## config.mk

```make
export PLATFORM = sky130hd
export DESIGN_NAME = syn_current_scheduler_flat
export DESIGN_NICKNAME = d
export VERILOG_FILES = /design/src/rtl/fp_pkg.sv /design/src/rtl/syn_current_scheduler_if.sv /design/src/rtl/syn_current_scheduler.sv /design/src/flat_wrapper.sv
export SDC_FILE = /design/constraint.sdc
export NUM_CORES = 1
export LEC_CHECK = 0
export ABC_AREA = 0
export CAP_MARGIN = 20
export CORE_MARGIN = 4
export CORE_UTILIZATION = 40
export DETAILED_ROUTE_END_ITERATION = 10
export GPL_TIMING_DRIVEN = 1
export PLACE_DENSITY = 0.65
export SYNTH_ARGS = -nofsm -noshare
export SYNTH_HDL_FRONTEND = slang
export SYNTH_SLANG_ARGS = --single-unit
```

## constraint.sdc

```tcl
create_clock -name clk -period 6.8 [get_ports clk]
set_input_delay 1.7 -clock clk [delete_from_list [all_inputs] [get_ports clk]]
set_output_delay 1.7 -clock clk [all_outputs]
set_load 0.03 [all_outputs]
```

## src/rtl/fp_pkg.sv

```systemverilog
// Fixed-point number format shared by the neuron datapath blocks.
package fp;
  parameter int WORD_LENGTH = 16;
endpackage

```

## src/rtl/syn_current_scheduler_if.sv

```systemverilog
// Configuration, sweep-control and shared-datapath signals of the synapse current scheduler.
// SYN_CURRENT_SCHED_SAT_EN adds the sticky saturation flag.
interface syn_current_scheduler_if #(
  parameter int NUM_SYN   = 8,
  parameter int ACC_WIDTH = 2*fp::WORD_LENGTH+1+$clog2(NUM_SYN)
);
  localparam int W  = fp::WORD_LENGTH;
  localparam int PW = 2*W+1;
  localparam int AW = $clog2(NUM_SYN);

  logic                        cfg_we;
  logic                        cfg_ready;
  logic [AW-1:0]               cfg_addr;
  logic [W-1:0]                cfg_erev;
  logic [W-1:0]                cfg_gsyn;
  logic                        cfg_en;
  logic                        start;
  logic [W-1:0]                vmem;
  logic                        busy;
  logic                        done;
  logic signed [ACC_WIDTH-1:0] sum;
  logic [W-1:0]                dp_vmem;
  logic [W-1:0]                dp_erev;
  logic [W-1:0]                dp_gsyn;
  logic signed [PW-1:0]        dp_current;
`ifdef SYN_CURRENT_SCHED_SAT_EN
  logic                        sat;

  modport slave (
    input  cfg_we, cfg_addr, cfg_erev, cfg_gsyn, cfg_en, start, vmem, dp_current,
    output cfg_ready, busy, done, sum, sat, dp_vmem, dp_erev, dp_gsyn
  );
  modport master (
    output cfg_we, cfg_addr, cfg_erev, cfg_gsyn, cfg_en, start, vmem, dp_current,
    input  cfg_ready, busy, done, sum, sat, dp_vmem, dp_erev, dp_gsyn
  );
`else
  modport slave (
    input  cfg_we, cfg_addr, cfg_erev, cfg_gsyn, cfg_en, start, vmem, dp_current,
    output cfg_ready, busy, done, sum, dp_vmem, dp_erev, dp_gsyn
  );
  modport master (
    output cfg_we, cfg_addr, cfg_erev, cfg_gsyn, cfg_en, start, vmem, dp_current,
    input  cfg_ready, busy, done, sum, dp_vmem, dp_erev, dp_gsyn
  );
`endif
endinterface

```

## src/rtl/syn_current_scheduler.sv

```systemverilog
// Sweeps NUM_SYN synapse slots through one external current datapath and sums the results.
// Optional SYN_CURRENT_SCHED_SAT_EN: saturating accumulator plus sticky sat flag.
module syn_current_scheduler #(
  parameter int NUM_SYN   = 8,
  parameter int ACC_WIDTH = 2*fp::WORD_LENGTH+1+$clog2(NUM_SYN)
) (
  input  logic                    clk,
  input  logic                    rst_n,
  syn_current_scheduler_if.slave  bus
);
  localparam int W  = fp::WORD_LENGTH;
  localparam int PW = 2*W+1;
  localparam int AW = $clog2(NUM_SYN);
  localparam logic [AW:0]   NUM_SYN_EXT = (AW+1)'(NUM_SYN);
  localparam logic [AW-1:0] LAST_IDX    = AW'(NUM_SYN-1);

  typedef enum logic [1:0] {IDLE, ISSUE, DRAIN, DONE} state_t;

  state_t                      state_q, state_d;
  logic [W-1:0]                erev_q [NUM_SYN];
  logic [W-1:0]                gsyn_q [NUM_SYN];
  logic [NUM_SYN-1:0]          en_q;
  logic [AW-1:0]               idx_q;
  logic [W-1:0]                vmem_q;
  logic signed [PW-1:0]        prod_q;
  logic                        prod_v;
  logic signed [ACC_WIDTH-1:0] sum_q;
  logic signed [ACC_WIDTH-1:0] prod_ext;
  logic signed [ACC_WIDTH-1:0] acc_next;
  logic                        busy;
  logic                        accept;
  logic                        cfg_hit;

  assign busy     = (state_q == ISSUE) || (state_q == DRAIN);
  assign accept   = (state_q == IDLE) && bus.start;
  assign cfg_hit  = bus.cfg_we && !busy && ({1'b0, bus.cfg_addr} < NUM_SYN_EXT);
  assign prod_ext = ACC_WIDTH'(prod_q);

  always_ff @(posedge clk or negedge rst_n) begin
    if (!rst_n) state_q <= IDLE;
    else        state_q <= state_d;
  end

  always_comb begin
    state_d = state_q;
    unique case (state_q)
      IDLE:    if (bus.start) state_d = ISSUE;
      ISSUE:   if (idx_q == LAST_IDX) state_d = DRAIN;
      DRAIN:   state_d = DONE;
      DONE:    state_d = IDLE;
      default: state_d = IDLE;
    endcase
  end

  always_ff @(posedge clk or negedge rst_n) begin
    if (!rst_n) begin
      for (int unsigned i = 0; i < NUM_SYN; i++) begin
        erev_q[i] <= '0;
        gsyn_q[i] <= '0;
      end
      en_q <= '0;
    end else if (cfg_hit) begin
      erev_q[bus.cfg_addr] <= bus.cfg_erev;
      gsyn_q[bus.cfg_addr] <= bus.cfg_gsyn;
      en_q[bus.cfg_addr]   <= bus.cfg_en;
    end
  end

`ifdef SYN_CURRENT_SCHED_SAT_EN
  localparam logic signed [ACC_WIDTH-1:0] SUM_MAX = {1'b0, {(ACC_WIDTH-1){1'b1}}};
  localparam logic signed [ACC_WIDTH-1:0] SUM_MIN = {1'b1, {(ACC_WIDTH-1){1'b0}}};
  logic [ACC_WIDTH:0] acc_wide;
  logic               ovf;
  logic               sat_q;

  // One guard bit: a sign disagreement between the top two bits means the add overflowed.
  always_comb begin
    acc_wide = {sum_q[ACC_WIDTH-1], sum_q} + {prod_ext[ACC_WIDTH-1], prod_ext};
    ovf      = acc_wide[ACC_WIDTH] != acc_wide[ACC_WIDTH-1];
    acc_next = acc_wide[ACC_WIDTH-1:0];
    if (ovf) acc_next = acc_wide[ACC_WIDTH] ? SUM_MIN : SUM_MAX;
  end

  always_ff @(posedge clk or negedge rst_n) begin
    if (!rst_n)                sat_q <= 1'b0;
    else if (accept)           sat_q <= 1'b0;
    else if (prod_v && ovf)    sat_q <= 1'b1;
  end

  assign bus.sat = sat_q;
`else
  assign acc_next = sum_q + prod_ext;
`endif

  // Product register splits datapath and adder; prod_v follows the slot one edge behind idx.
  always_ff @(posedge clk or negedge rst_n) begin
    if (!rst_n) begin
      vmem_q <= '0;
      sum_q  <= '0;
      idx_q  <= '0;
      prod_q <= '0;
      prod_v <= 1'b0;
    end else if (accept) begin
      vmem_q <= bus.vmem;
      sum_q  <= '0;
      idx_q  <= '0;
      prod_v <= 1'b0;
    end else begin
      if (prod_v) sum_q <= acc_next;
      if (state_q == ISSUE) begin
        prod_q <= bus.dp_current;
        prod_v <= en_q[idx_q];
        idx_q  <= (idx_q == LAST_IDX) ? '0 : idx_q + 1'b1;
      end else begin
        prod_v <= 1'b0;
      end
    end
  end

  always_comb begin
    bus.dp_vmem = '0;
    bus.dp_erev = '0;
    bus.dp_gsyn = '0;
    if (state_q == ISSUE) begin
      bus.dp_vmem = vmem_q;
      bus.dp_erev = erev_q[idx_q];
      bus.dp_gsyn = gsyn_q[idx_q];
    end
  end

  assign bus.busy      = busy;
  assign bus.cfg_ready = !busy;
  assign bus.done      = (state_q == DONE);
  assign bus.sum       = sum_q;
endmodule

```

## src/flat_wrapper.sv

```systemverilog
// flat-port wrapper written by rule: the top's interface ports become plain ports
module syn_current_scheduler_flat 
#(
  parameter int NUM_SYN   = 8,
  parameter int ACC_WIDTH = 2*fp::WORD_LENGTH+1+$clog2(NUM_SYN)
)
  (clk, rst_n, bus_cfg_we, bus_cfg_addr, bus_cfg_erev, bus_cfg_gsyn, bus_cfg_en, bus_start, bus_vmem, bus_dp_current, bus_cfg_ready, bus_busy, bus_done, bus_sum, bus_dp_vmem, bus_dp_erev, bus_dp_gsyn);
  syn_current_scheduler_if #(.NUM_SYN(NUM_SYN), .ACC_WIDTH(ACC_WIDTH)) bus_i ();
  input  logic clk;
  input  logic rst_n;
  input wire logic [$bits(bus_i.cfg_we)-1:0] bus_cfg_we;
  input wire logic [$bits(bus_i.cfg_addr)-1:0] bus_cfg_addr;
  input wire logic [$bits(bus_i.cfg_erev)-1:0] bus_cfg_erev;
  input wire logic [$bits(bus_i.cfg_gsyn)-1:0] bus_cfg_gsyn;
  input wire logic [$bits(bus_i.cfg_en)-1:0] bus_cfg_en;
  input wire logic [$bits(bus_i.start)-1:0] bus_start;
  input wire logic [$bits(bus_i.vmem)-1:0] bus_vmem;
  input wire logic [$bits(bus_i.dp_current)-1:0] bus_dp_current;
  output wire logic [$bits(bus_i.cfg_ready)-1:0] bus_cfg_ready;
  output wire logic [$bits(bus_i.busy)-1:0] bus_busy;
  output wire logic [$bits(bus_i.done)-1:0] bus_done;
  output wire logic [$bits(bus_i.sum)-1:0] bus_sum;
  output wire logic [$bits(bus_i.dp_vmem)-1:0] bus_dp_vmem;
  output wire logic [$bits(bus_i.dp_erev)-1:0] bus_dp_erev;
  output wire logic [$bits(bus_i.dp_gsyn)-1:0] bus_dp_gsyn;
  assign bus_i.cfg_we = bus_cfg_we;
  assign bus_i.cfg_addr = bus_cfg_addr;
  assign bus_i.cfg_erev = bus_cfg_erev;
  assign bus_i.cfg_gsyn = bus_cfg_gsyn;
  assign bus_i.cfg_en = bus_cfg_en;
  assign bus_i.start = bus_start;
  assign bus_i.vmem = bus_vmem;
  assign bus_i.dp_current = bus_dp_current;
  assign bus_cfg_ready = bus_i.cfg_ready;
  assign bus_busy = bus_i.busy;
  assign bus_done = bus_i.done;
  assign bus_sum = bus_i.sum;
  assign bus_dp_vmem = bus_i.dp_vmem;
  assign bus_dp_erev = bus_i.dp_erev;
  assign bus_dp_gsyn = bus_i.dp_gsyn;
  syn_current_scheduler #(.NUM_SYN(NUM_SYN), .ACC_WIDTH(ACC_WIDTH)) u_core (.clk(clk), .rst_n(rst_n), .bus(bus_i));
endmodule
```

==> metrics.cfg <==
[yosys]
synthCells = 1340
synth_fp_nets = 1472
synth_top_family_by_area = multiplexers
ys.flop_type = dfrtp_1
synth.distinct_cells = 64
yosys_warnings = 0
syn_area_um2 = 17500
synth_simple_gate_area_share_pct = 7.02
synthAdderAreaFrac_pct = 3.12
synth-compound-area-share_pct = 6.09
synth.avg_cell_area_um2 = 13.1
yosysSeqAreaShare_pct = 50.8
synth_edf_count = 0
synthArstFlopShare_pct = 100
synthMuxAreaShare_pct = 30.2
synth-xor-area-share_pct = 0.651
synth-seq-cells = 355

[setup_path]
worst_setup_path_end_kind = primary output
arrival_ps = 3560
start_kind = flop
crit_type = flop to primary output
cp.required_ps = 5100
worstPathMaxFanout = 43

[route]
firstDrtPassIters = 5
detail-route-antenna-nets = 0
wl_met2_mm = 21.5
wire_per_inst_um = 20.2
drc = 0
vias_per_cell = 5.37
wl_met3_mm = 2.03
met1_length_mm = 18.4
routed.top_layer = met5
vias = 11400
routed_wl_mm = 42.8
drt-initial-drc-count = 619

[cts]
postCtsHoldBufs = 0
cts_setup_buffers = 0
htree_num_levels = 2
cts-root-buf = clkbuf_16
cts_buffers = 40
cts_resized = 0
cts_tree = done
clock_sinks = 355
clkLatencyLatePin_ps = 570
clkSlewWorstSetupHoldPaths_ps = 60
clock_path_buffers = 3

[cells_and_area]
area_growth_pct = 21.3
final_cell_mix = dfrtp_1, mux2_2, clkdlybuf4s50_1
layout_commonest_cell = dfrtp_1
drive_gt1_share_pct = 30.5
fillers = 3896
final_nets = 1632

[floorplanning]
die_w_um = 217
core_area_um2 = 43200
die_area_um2 = 47200
io_pins = 176
fp.dieH_um = 217
initial_core_util_pct = 40.5
num_rows = 76

[global_route]
grt_usage_pct = 18.3
grt_antenna_before_repair = 4
grt_max_degree = 119
overflow = 0
grt_pass1_wl_mm = 68.6
grt_pass1_vias = 12100

[timing]
finalHoldViolCount = 0
clock_skew_ps = 46.7
tightest_slew_ps = 1130
drv_slew = 0
max_freq_mhz = 190
finalSetupViolCount = 0
fin_crit_ps = 5260
rsz0062_at_grt = no
setup_tns_ps = 0
post-route-period-util_pct = 77.3
relSlewSlack_pct = 24.6

[power_and_ir_drop]
peakVddDrop_v = 0.000290
p_per_area_nw_per_um2 = 510
power.leakage_nw = 9.02
finalPower_mw = 10.8

[placement]
numPortBuffers = 175
gp_congestion = 0.859
dpl.hpwl_mm = 27.2

[run_status]
status = complete, no violations

[flow_run]
max_cap_violations = 0

[worst_hold_path]
hold_class = flop to flop

==> path summary, 6_finish.rpt <==
path | startpoint | to | slack [ps] | cells after the start
max reg2reg | u_core.state_q[0]$_DFFE_PN0P_ | u_core.en_q[6]$_DFFE_PN0P_ | 3650 | 7
min reg2reg | u_core.vmem_q[1]$_DFFE_PN0P_ | u_core.vmem_q[1]$_DFFE_PN0P_ | 470 | 2
min | u_core.vmem_q[1]$_DFFE_PN0P_ | u_core.vmem_q[1]$_DFFE_PN0P_ | 470 | 2
min in group asynchronous | rst_n | u_core.bus.sum[0]$_DFFE_PN0P_ | 1170 | 1
max | u_core.idx_q[0]$_DFFE_PN0P_ | bus_dp_erev[8] | 1540 | 5
max in group asynchronous | rst_n | u_core.erev_q[62]$_DFFE_PN0P_ | 4160 | 2
==> cells in the mapped netlist (3+ instances only) <==
cell type / n / area (µm²)
nor3b_1: 7 / 52.6
o211ai_1: 3 / 22.5
o21ai_1: 3 / 15.0
nand4_1: 8 / 50.1
nand3b_1: 7 / 52.6
nor2b_1: 3 / 18.8
o21a_1: 10 / 75.1
o21bai_1: 3 / 22.5
clkbuf_1: 50 / 188
buf_1: 14 / 52.6
a21o_1: 22 / 165
o21ai_0: 38 / 190
inv_1: 18 / 67.6
nor2_1: 79 / 297
nand4b_1: 4 / 35.0
ha_1: 42 / 526
xnor2_1: 7 / 61.3
and2_1: 20 / 125
dfrtp_1: 355 / 8880
mux2_2: 296 / 3330
o211a_1: 3 / 30.0
nor3_1: 15 / 75.1
a211oi_1: 6 / 45.0
xor2_1: 6 / 52.6
buf_2: 13 / 65.1
a211oi_2: 3 / 37.5
a31oi_1: 4 / 25.0
nand2_1: 91 / 342
mux2i_1: 46 / 460
mux4_2: 66 / 1490
a21oi_1: 46 / 230
nand3_1: 13 / 65.1
==> sequential cells by signal, summed over array words and instances, names as in the netlist <==
name and flops:
u_core.erev_q 128, u_core.vmem_q 16, u_core.gsyn_q 128, u_core.state_q 2
u_core.idx_q 3, u_core.prod_v 1, u_core.bus.sum 36, u_core.prod_q 33
u_core.en_q 8
==> cell type report <==
type                            count  area, µm²  area share, %
Sequential cell                   355       8890           41.9
Multi-Input combinational cell    888       8260           38.9
Timing Repair Buffer              195       1920           9.05
Clock buffer                       62       1170           5.53
Tap cell                          585        732           3.45
Clock inverter                      8        161          0.761
Inverter                           20       75.1          0.354
Antenna cell                        4       10.0         0.0472
==> report_power, final <==
part	switching [mW]	internal [mW]
Clock	0.881	1.31
Combinational	2.36	2.48
Sequential	0.652	3.14
==> per-stage QoR <==
stage / hold WS (ps) / cells / utilization (%) / setup slack, ps / instance area [µm²]
2_1_floorplan: 438 / 1340 / - / 3220 / 17500
3_3_place_gp: 451 / 2043 / 46.0 / 2060 / 19900
3_5_place_dp: 455 / 2043 / 46.0 / 2060 / 19900
4_1_cts: 468 / 2113 / 49.1 / 1420 / 21200
5_1_grt: 493 / 2114 / 49.1 / 1290 / 21200
6_report: 466 / 2117 / 49.1 / 1540 / 21200
==> critical path: stages, from the launching register on <==
cell,delay (ps)
dfrtp_4,990
buf_4,430
mux4_2,530
mux2i_1,250
nor2_1,70
clkdlybuf4s50_1,620
==> metal layers <==
| metal | track usage [%] | vias to the layer above |
|---|---|---|
| met5 | 0 | - |
| met4 | 5.11 | 2 |
| met3 | 3.78 | 58 |
| met2 | 31.6 | 223 |
| met1 | 23.5 | 5867 |
| li1 | - | 5224 |
==> logic make-up (layout without fill, tap and decap cells) <==
logic type | count (synthesis) | after routing
adder cells (fa/ha/maj) | 43 | 43
other | 0 | 4
AO/OA/AOI/OAI | 162 | 162
AND/OR/NAND/NOR | 262 | 262
buffers and inverters | 97 | 285
multiplexers | 408 | 408
XOR/XNOR | 13 | 13
flip-flops | 355 | 355
Power figures use the tool's default switching activity.
